**src/rtl/decrypt_loop_if.sv**
```systemverilog
// Memory-side bus of the RC4 keystream/XOR stage.
// The bus has three ports:
//   - S-memory read/write port;
//   - encrypted-message ROM read port;
//   - decrypted-message RAM write port.
interface decrypt_loop_if;
  logic [7:0] s_address;
  logic [7:0] s_data;
  logic       s_wren;
  logic [7:0] s_data_read;
  logic [4:0] rom_address;
  logic [7:0] rom_data_read;
  logic [4:0] ram_address;
  logic [7:0] ram_data;
  logic       ram_wren;

  // Decrypt engine side: drives addresses/write data, receives read data
  modport master (
    output s_address, s_data, s_wren, rom_address, ram_address, ram_data, ram_wren,
    input  s_data_read, rom_data_read
  );

  // Memory side: receives addresses/write data, returns read data
  modport slave (
    input  s_address, s_data, s_wren, rom_address, ram_address, ram_data, ram_wren,
    output s_data_read, rom_data_read
  );
endinterface

```
**src/rtl/decrypt_loop.sv**
```systemverilog
// RC4 keystream generation and XOR decryption over S[0..255] left by the key
// schedule. Each message byte takes 15 cycles.
//
// Handshake:
//   - start_flag is a level request: while it is high the engine runs.
//   - done_flag is a level acknowledge, held in FINISH until start_flag drops.
//   - Dropping start_flag in any state returns to IDLE with everything cleared
//     on the next edge.
//
// Memories: the address is driven in a READ state and the data is sampled in
// the SAVE state three cycles later. Addresses are held through the wait states.
module decrypt_loop #(
  parameter int MSG_LEN     = 32,
  parameter bit CHECK_ASCII = 1'b1
) (
  input  logic           clk,
  input  logic           reset,
  input  logic           start_flag,
  output logic           done_flag,
  output logic           key_bad,
  output logic [4:0]     state_dbg,
  decrypt_loop_if.master mem
);

  typedef enum logic [4:0] {
    IDLE, READ_I, WAIT_I1, WAIT_I2, SAVE_I, READ_J, WAIT_J1, WAIT_J2, SAVE_J,
    WRITE_I, WRITE_J, READ_F, WAIT_F1, WAIT_F2, SAVE_F, WRITE_OUT, FINISH
  } state_t;

  localparam logic [7:0] LAST_K = 8'(MSG_LEN - 1);

  state_t     state_q, state_d;
  logic [7:0] i_q, i_d, j_q, j_d, k_q, k_d;
  logic [7:0] si_q, si_d, sj_q, sj_d, f_q, f_d, c_q, c_d;
  logic [7:0] s_address_q, s_address_d, s_data_q, s_data_d;
  logic       s_wren_q, s_wren_d;
  logic [4:0] rom_address_q, rom_address_d, ram_address_q, ram_address_d;
  logic [7:0] ram_data_q, ram_data_d;
  logic       ram_wren_q, ram_wren_d, done_q, done_d, key_bad_q, key_bad_d;
  logic [7:0] plain;
  logic [7:0] fresh_plain;

  // Printable plaintext: space or lowercase letter
  function automatic logic ascii_ok(input logic [7:0] b);
    return (b == 8'h20) || ((b >= 8'h61) && (b <= 8'h7A));
  endfunction

  assign plain       = f_q ^ c_q;
  assign fresh_plain = mem.s_data_read ^ mem.rom_data_read;

  // Next-state and next-output logic; outputs are registered for the state entered
  always_comb begin
    state_d       = state_q;
    i_d           = i_q;
    j_d           = j_q;
    k_d           = k_q;
    si_d          = si_q;
    sj_d          = sj_q;
    f_d           = f_q;
    c_d           = c_q;
    s_address_d   = s_address_q;
    s_data_d      = s_data_q;
    s_wren_d      = 1'b0;
    rom_address_d = rom_address_q;
    ram_address_d = ram_address_q;
    ram_data_d    = ram_data_q;
    ram_wren_d    = 1'b0;
    done_d        = 1'b0;
    key_bad_d     = key_bad_q;
    if (!start_flag) begin
      state_d       = IDLE;
      i_d           = '0;
      j_d           = '0;
      k_d           = '0;
      si_d          = '0;
      sj_d          = '0;
      f_d           = '0;
      c_d           = '0;
      s_address_d   = '0;
      s_data_d      = '0;
      rom_address_d = '0;
      ram_address_d = '0;
      ram_data_d    = '0;
      key_bad_d     = 1'b0;
    end else begin
      unique case (state_q)
        IDLE: begin
          state_d     = READ_I;
          i_d         = i_q + 8'd1;
          s_address_d = i_q + 8'd1;
        end
        READ_I:  state_d = WAIT_I1;
        WAIT_I1: state_d = WAIT_I2;
        WAIT_I2: state_d = SAVE_I;
        SAVE_I: begin
          // j advances by the value just read, not by any older register
          state_d     = READ_J;
          si_d        = mem.s_data_read;
          j_d         = j_q + mem.s_data_read;
          s_address_d = j_q + mem.s_data_read;
        end
        READ_J:  state_d = WAIT_J1;
        WAIT_J1: state_d = WAIT_J2;
        WAIT_J2: state_d = SAVE_J;
        SAVE_J: begin
          state_d     = WRITE_I;
          sj_d        = mem.s_data_read;
          s_address_d = i_q;
          s_data_d    = mem.s_data_read;
          s_wren_d    = 1'b1;
        end
        WRITE_I: begin
          // When i==j this second write lands on the same address, leaving S[i]=si
          state_d     = WRITE_J;
          s_address_d = j_q;
          s_data_d    = si_q;
          s_wren_d    = 1'b1;
        end
        WRITE_J: begin
          state_d       = READ_F;
          s_address_d   = si_q + sj_q;
          rom_address_d = k_q[4:0];
        end
        READ_F:  state_d = WAIT_F1;
        WAIT_F1: state_d = WAIT_F2;
        WAIT_F2: state_d = SAVE_F;
        SAVE_F: begin
          state_d       = WRITE_OUT;
          f_d           = mem.s_data_read;
          c_d           = mem.rom_data_read;
          ram_address_d = k_q[4:0];
          ram_data_d    = fresh_plain;
          ram_wren_d    = !CHECK_ASCII || ascii_ok(fresh_plain);
        end
        WRITE_OUT: begin
          if (CHECK_ASCII && !ascii_ok(plain)) begin
            state_d   = FINISH;
            key_bad_d = 1'b1;
            done_d    = 1'b1;
          end else if (k_q == LAST_K) begin
            state_d = FINISH;
            done_d  = 1'b1;
          end else begin
            state_d     = READ_I;
            k_d         = k_q + 8'd1;
            i_d         = i_q + 8'd1;
            s_address_d = i_q + 8'd1;
          end
        end
        FINISH:  done_d  = 1'b1;
        default: state_d = IDLE;
      endcase
    end
  end

  // State and output registers with synchronous reset taking priority
  always_ff @(posedge clk) begin
    if (reset) begin
      state_q       <= IDLE;
      i_q           <= '0;
      j_q           <= '0;
      k_q           <= '0;
      si_q          <= '0;
      sj_q          <= '0;
      f_q           <= '0;
      c_q           <= '0;
      s_address_q   <= '0;
      s_data_q      <= '0;
      s_wren_q      <= 1'b0;
      rom_address_q <= '0;
      ram_address_q <= '0;
      ram_data_q    <= '0;
      ram_wren_q    <= 1'b0;
      done_q        <= 1'b0;
      key_bad_q     <= 1'b0;
    end else begin
      state_q       <= state_d;
      i_q           <= i_d;
      j_q           <= j_d;
      k_q           <= k_d;
      si_q          <= si_d;
      sj_q          <= sj_d;
      f_q           <= f_d;
      c_q           <= c_d;
      s_address_q   <= s_address_d;
      s_data_q      <= s_data_d;
      s_wren_q      <= s_wren_d;
      rom_address_q <= rom_address_d;
      ram_address_q <= ram_address_d;
      ram_data_q    <= ram_data_d;
      ram_wren_q    <= ram_wren_d;
      done_q        <= done_d;
      key_bad_q     <= key_bad_d;
    end
  end

  assign mem.s_address   = s_address_q;
  assign mem.s_data      = s_data_q;
  assign mem.s_wren      = s_wren_q;
  assign mem.rom_address = rom_address_q;
  assign mem.ram_address = ram_address_q;
  assign mem.ram_data    = ram_data_q;
  assign mem.ram_wren    = ram_wren_q;
  assign done_flag       = done_q;
  assign key_bad         = key_bad_q;
  assign state_dbg       = state_q;

endmodule

```
**src/flat_wrapper.sv**
```systemverilog
// flat-port wrapper written by rule: the top's interface ports become plain ports
module decrypt_loop_flat 
#(
  parameter int MSG_LEN     = 32,
  parameter bit CHECK_ASCII = 1'b1
)
  (clk, reset, start_flag, done_flag, key_bad, state_dbg, mem_s_address, mem_s_data, mem_s_wren, mem_rom_address, mem_ram_address, mem_ram_data, mem_ram_wren, mem_s_data_read, mem_rom_data_read);
  decrypt_loop_if mem_i ();
  input  logic clk;
  input  logic reset;
  input  logic start_flag;
  output logic done_flag;
  output logic key_bad;
  output logic [4:0] state_dbg;
  output wire logic [$bits(mem_i.s_address)-1:0] mem_s_address;
  output wire logic [$bits(mem_i.s_data)-1:0] mem_s_data;
  output wire logic [$bits(mem_i.s_wren)-1:0] mem_s_wren;
  output wire logic [$bits(mem_i.rom_address)-1:0] mem_rom_address;
  output wire logic [$bits(mem_i.ram_address)-1:0] mem_ram_address;
  output wire logic [$bits(mem_i.ram_data)-1:0] mem_ram_data;
  output wire logic [$bits(mem_i.ram_wren)-1:0] mem_ram_wren;
  input wire logic [$bits(mem_i.s_data_read)-1:0] mem_s_data_read;
  input wire logic [$bits(mem_i.rom_data_read)-1:0] mem_rom_data_read;
  assign mem_s_address = mem_i.s_address;
  assign mem_s_data = mem_i.s_data;
  assign mem_s_wren = mem_i.s_wren;
  assign mem_rom_address = mem_i.rom_address;
  assign mem_ram_address = mem_i.ram_address;
  assign mem_ram_data = mem_i.ram_data;
  assign mem_ram_wren = mem_i.ram_wren;
  assign mem_i.s_data_read = mem_s_data_read;
  assign mem_i.rom_data_read = mem_rom_data_read;
  decrypt_loop #(.MSG_LEN(MSG_LEN), .CHECK_ASCII(CHECK_ASCII)) u_core (.clk(clk), .reset(reset), .start_flag(start_flag), .done_flag(done_flag), .key_bad(key_bad), .state_dbg(state_dbg), .mem(mem_i));
endmodule
```
**config.mk**
```make
export PLATFORM = sky130hd
export DESIGN_NAME = decrypt_loop_flat
export DESIGN_NICKNAME = d
export VERILOG_FILES = /design/src/rtl/decrypt_loop_if.sv /design/src/rtl/decrypt_loop.sv /design/src/flat_wrapper.sv
export SDC_FILE = /design/constraint.sdc
export NUM_CORES = 1
export LEC_CHECK = 0
export BUFFER_PORTS_ARGS = -buffer_cell sky130_fd_sc_hd__buf_2
export CAP_MARGIN = 20
export CELL_PAD_IN_SITES_DETAIL_PLACEMENT = 0
export CELL_PAD_IN_SITES_GLOBAL_PLACEMENT = 1
export CORE_ASPECT_RATIO = 1.25
export CORE_MARGIN = 1.5
export CORE_UTILIZATION = 35
export DETAILED_ROUTE_END_ITERATION = 16
export GPL_TIMING_DRIVEN = 0
export PLACE_DENSITY_LB_ADDON = 0.1
export SLEW_MARGIN = 15
export SYNTH_ARGS = -nofsm -noshare
export SYNTH_HDL_FRONTEND = slang
export SYNTH_SLANG_ARGS = --single-unit
```
**constraint.sdc**
```tcl
create_clock -name clk -period 2.8 [get_ports clk]
set_input_delay 0.56 -clock clk [delete_from_list [all_inputs] [get_ports clk]]
set_output_delay 0.56 -clock clk [all_outputs]
set_load 0.01 [all_outputs]
```
After elaboration in Yosys (flattened, before gate mapping)
Cells that the tools add are included.
{"block": "totals", "reg_bits": 99, "elab_cells": 79, "input_bits": 19, "output_inout_bits": 43}
{"block": "op_classes", "bitwise_logic": 6, "addsub": 4, "n_eq_ne": 21, "reduce_logical": 15, "order_cmp": 4, "n_mux": 12}
{"cell": "$pmux W5 S17", "count": 1}
{"cell": "$pmux W8 S6", "count": 1}
{"cell": "$eq A5 B4 Y1 const B", "count": 8}
{"cell": "$pmux W8 S2", "count": 2}
{"cell": "$eq A5 B3 Y1 const B", "count": 4}
{"cell": "$add A8 B1 Y8 const B", "count": 2}
{"cell": "$add A8 B8 Y8", "count": 2}
{"cell": "$eq A8 B6 Y1 const B", "count": 2}
{"cell": "$ge A8 B7 Y1 const B", "count": 2}
{"cell": "$le A8 B7 Y1 const B", "count": 2}
{"cell": "$mux W8", "count": 2}
{"cell": "$xor A8 B8 Y8", "count": 2}
{"cell": "$eq A5 B2 Y1 const B", "count": 2}
{"cell": "$mux W5", "count": 2}
{"cell": "$reduce_and A3 Y1", "count": 3}
{"cell": "$eq A8 B5 Y1 const B", "count": 1}
{"cell": "$reduce_bool A6 Y1", "count": 1}
{"cell": "$eq A5 B1 Y1 const B", "count": 1}
{"cell": "$eq A5 B5 Y1 const B", "count": 1}
{"cell": "$logic_not A5 Y1", "count": 1}
{"cell": "$not A1 Y1", "count": 4}
{"cell": "$reduce_bool A2 Y1", "count": 2}
{"cell": "$reduce_or A2 Y1", "count": 2}
{"cell": "$mux W1", "count": 3}
{"cell": "other kinds (7)", "count": 9}

Logic depth before layout (Yosys ltp)
{"block": "depth", "depth_word": 6, "mapped_depth": 10, "mapped_depth_nobuf": 10}

Least setup slack after synthesis
OpenSTA, ideal clock, no wires.
{"block": "synth_timing", "path_type": "input -> register", "start": "input mem_s_data_read[0]", "end": "register u_core.s_address_q[6], in the netlist u_core.mem.s_address[6]", "setup_slack_ps": 540, "n_path_buf": 0, "cell_stages": 10, "setup_ps": 115, "arrival_time_ps": 2145, "path_cell_list": "ha_1 > fa_1 > a21o_1 > a21oi_1 > o21bai_1 > a21oi_1 > xnor2_1 > nand2_1 > o2111ai_1 > o21a_1"}
{"block": "synth_between", "elab_chain_len": 2}
{"element": "start: declaration", "line_no": "flat_wrapper.sv:22", "rtl": "input wire logic [$bits(mem_i.s_data_read)-1:0] mem_s_data_read;"}
{"element": "$add A8 B8 Y8", "line_no": "decrypt_loop.sv:100", "rtl": "s_address_d = j_q + mem.s_data_read;"}
{"element": "$pmux W8 S6", "line_no": "decrypt_loop.sv:86", "rtl": "unique case (state_q)"}
{"element": "end signal: assignment", "line_no": "decrypt_loop.sv:185", "rtl": "s_address_q <= s_address_d;"}
{"element": "end: declaration", "line_no": "decrypt_loop.sv:35", "rtl": "logic [7:0] s_address_q, s_address_d, s_data_q, s_data_d;"}
No other way between the ends.
A chain may end at the register's enable or synchronous reset.

Worst setup path in the final report
{"block": "layout_timing", "start": "register u_core.state_q[0], in the netlist u_core.state_dbg[0]", "end": "register u_core.s_address_q[2], in the netlist u_core.mem.s_address[2]"}
{"block": "layout_between", "elab_chain_len": 3, "word_cells_on_any_way": 11, "cone_classes": "eq/ne: 7; mux: 1; reduce/logical: 3"}
{"element": "start: declaration", "line_no": "decrypt_loop.sv:32", "rtl": "state_t state_q, state_d;"}
{"element": "start signal: assignment", "line_no": "decrypt_loop.sv:177", "rtl": "state_q <= state_d;"}
{"element": "$eq A5 B3 Y1 (tied with other cells)", "line_no": "decrypt_loop.sv:86"}
{"element": "$reduce_bool A6 Y1 (no source line) (tied with other cells)"}
{"element": "$reduce_and A3 Y1 (no source line)"}
Several ways; a longest one is shown, not always the timed one.

==> impl_results.md <==
* Outcome: finished, final reports clean
* Cell area power density at 516 nW/um^2
* Met3 usage in global routing at 2.81%
* IO Port Bufs at 61
* P_sw at 0.656 mW
* Core Footprint at roughly 13,000 sq um
* GRT Util Overall at 21.0%
* # diodes at 0
* Placed Area at 5230 sq um
* Final Critical Period at between 2 and 3 ns
* Number of synthesized flops with an enable pin at 0
* Final setup TNS at 0 ns
* Worst Path Required at 3.07 ns
* Most used routing layer: met2
* Met2 GRT Util at 36.6%
* P_int at 2.20 mW
* Antenna violations before repair at 0
* Slew Viols, Final at 0
* Static Leak at 2.19 nW
* Height of the die at 133 um
* Clk_lat worst skew at 0.35 ns
* Final Instance Count excl. Fillers at 813
* Largest cells by area after synthesis: dfxtp_1 (42%), nand2_1 (10%), a21oi_1 (6.9%)
* Unique masters post-synth at approximately 60
* Sequential fraction of the synthesis area at 42.0%
* RSZ-0062 raised after global routing: false
* Max VDD drop at 0.240 mV
* Antenna Nets Post-Route at 0
* Clock power frac at 44.8%
* 1st-iter DRT viols at between 150 and 200
* Fin Hold WS at around 0.45 ns
* Drt via density at about 5.2
* Final worst slack at 0.219 ns
* Cells after synthesis at roughly 570
* Number of synthesized register bits at 99
* Routed WL per cell at 17.6 um
* Main synth FF type: dfxtp_1
* Fin crit share at between 90 and 100%
* Gr ovfl total at 0
* CTS Hold Bufs at 0
* Crit-path cells: buf_2 > nand2b_1 > nor3_1 > clkbuf_1 > a22oi_1 > a31oi_1
* Worst path slowest cell: nor3_1
* Hold Crit Class: reg2reg
* Switching fraction of total power at between 20% and 30%
* Post-DP HPWL at 10,400 um
* Slew at the pin closest to its max-slew limit at 1.09 ns
* CTS buffer count at 9
* Synth top cells by count: nand2_1 (131), dfxtp_1 (99), a21oi_1 (65)
* Critical path type: reg2reg
* Post-CTS Setup Inserts at 0
* Startpoint class of the critical path: flop
* Drt pass-1 iters at 6
* Largest net degree at the start of global routing at 16
* WP buf/inv at 2
* Fraction of registers with async set/reset at 0%
* H-tree depth at 3
* Worst EP arrival at 2.85 ns
* Layout cells sized above 1 at 14.5%
* Placed insts at 798
* Io pins at slightly above 60
* Met1 Track Usage GR at a little over a quarter
* Fin area at 5540 sq um
* Total vias in the final route at 4,242
* Post-place setup slack at 0.175 ns
* Max_slew headroom at 26.9%
* Area Growth Syn to Fin at 17.4%
* Synth warnings at 0
* Area share of the largest cell type after synthesis at 42.0%
* Initial Util at a little over a third
* Cell row count at 47
* Critical Path Max Stage Delay at 0.88 ns
* Fin nets at about 680
* CTS tree: built
* First-pass GRT wire length at 22,600 um
* Largest fanout on the critical path at 10
* # setup viols final at 0
* Reg power frac at about half
* Synthesized area per cell at around 8.3 sq um
* Mapped Area at around 4700 sq um
* Final core utilization at 42.0%
* Syn Nets at about 600
* CTS clk-pin slew, worst paths at 0.07 ns
* Comb pwr share at 5.6%
* Sink Count at 99
* Most common cell in the synthesized netlist: nand2_1
* Post-Route WL at 14,300 um
* CTS max path bufs at 2
* Post-cts resize count at 0
* DRC at 0
* Crit. End Element: flop
* Clock skew at 0.00624 ns
* Root Driver: clkbuf_16
* Synth area leader: dfxtp_1
* Top Family by Delay on Critical Path: simple AND/OR/NAND/NOR gates
* Final Wtd Congestion at ~0.80
* Vias in the first global route at approximately 4,100
* Die width at 107 um
* Max cap viols at 0
* Final Power at 2.85 mW
* Hold Vio Cnt, Final at 0
* Die area at 14,200 sq um
* Max frequency at 387 MHz
==> tightest hold or removal path: stages (launching register included) <==
cell     delay [ns]
dfxtp_1        0.31
nand2_1        0.05
a21oi_1        0.05
==> power by group through the flow <==
stage	Clock (mW)	Combinational (mW)	Sequential, mW
global placement	0	0.158	1.45
floorplan	0	0.0858	1.45
detailed placement	0	0.159	1.45
global route	1.36	0.174	1.42
CTS	1.31	0.160	1.42
finish	1.28	0.158	1.42
==> path summary, 6_finish.rpt <==
path                                           startpoint                   endpoint  slack, ns  cells past startpoint
worst max register to register        u_core.state_dbg[0]    u_core.mem.s_address[2]       0.22                      6
worst min register to register  u_core.mem.ram_address[3]  u_core.mem.ram_address[3]       0.45                      2
worst max-delay path                  u_core.state_dbg[0]    u_core.mem.s_address[2]       0.22                      6
worst min-delay path            u_core.mem.ram_address[3]  u_core.mem.ram_address[3]       0.45                      2
==> layout by cell type, fill, tap and decap left out, types with 3 or more instances in the layout <==
cell type  count
nor2b_1        3
a31oi_1       12
nor2_1        39
clkbuf_1      24
nand2_1      131
nand3_1        9
or3_1          3
a211oi_1      10
nor3_1         7
clkbuf_16      9
a22oi_1        5
o21bai_1       3
a21o_1         5
o21ai_0       18
ha_1          16
and3_1         8
dfxtp_1       99
nand2b_1       4
buf_2         63
xor2_1        23
nand4_1        4
a21oi_1       65
nor3b_1        3
inv_1          3
xnor2_1       26
o21a_1         4
==> metal layers <==
metal	up-vias	routed length [um]
met5	-	0
met4	0	276
met3	15	517
met2	71	7240
met1	2045	6250
li1	2111	-
==> logic make-up (layout without fill, tap and decap cells) <==
group	Yosys count	count (layout)	share of synthesized area, %
simple gates	226	226	22.1
compound gates	139	139	18.2
flops	99	99	42.0
xor+xnor	49	49	9.11
buf+inv	32	108	2.76
fa+ha+maj	18	18	5.10
mux	3	3	0.664
==> registers in the layout, summed over array words and instances (netlist names) <==
name,count
u_core.i_q,8
u_core.mem.ram_wren,1
u_core.k_q,8
u_core.state_dbg,5
u_core.sj_q,8
u_core.mem.s_data,8
u_core.done_flag,1
u_core.key_bad,1
u_core.mem.ram_address,5
u_core.j_q,8
u_core.mem.ram_data,8
u_core.si_q,8
u_core.mem.s_wren,1
u_core.mem.rom_address,5
u_core.f_q,8
u_core.mem.s_address,8
u_core.c_q,8
==> cell type report <==
type | instances | area, sq um
Buffer | 29 | 119
Clock buffer | 11 | 253
Clock inverter | 4 | 50.0
Fill cell | 1400 | 7640
Inverter | 3 | 11.3
Multi-Input combinational cell | 435 | 2600
Sequential cell | 99 | 1980
Tap cell | 171 | 214
Timing Repair Buffer | 61 | 305
(Power assumes the default switching activity.)
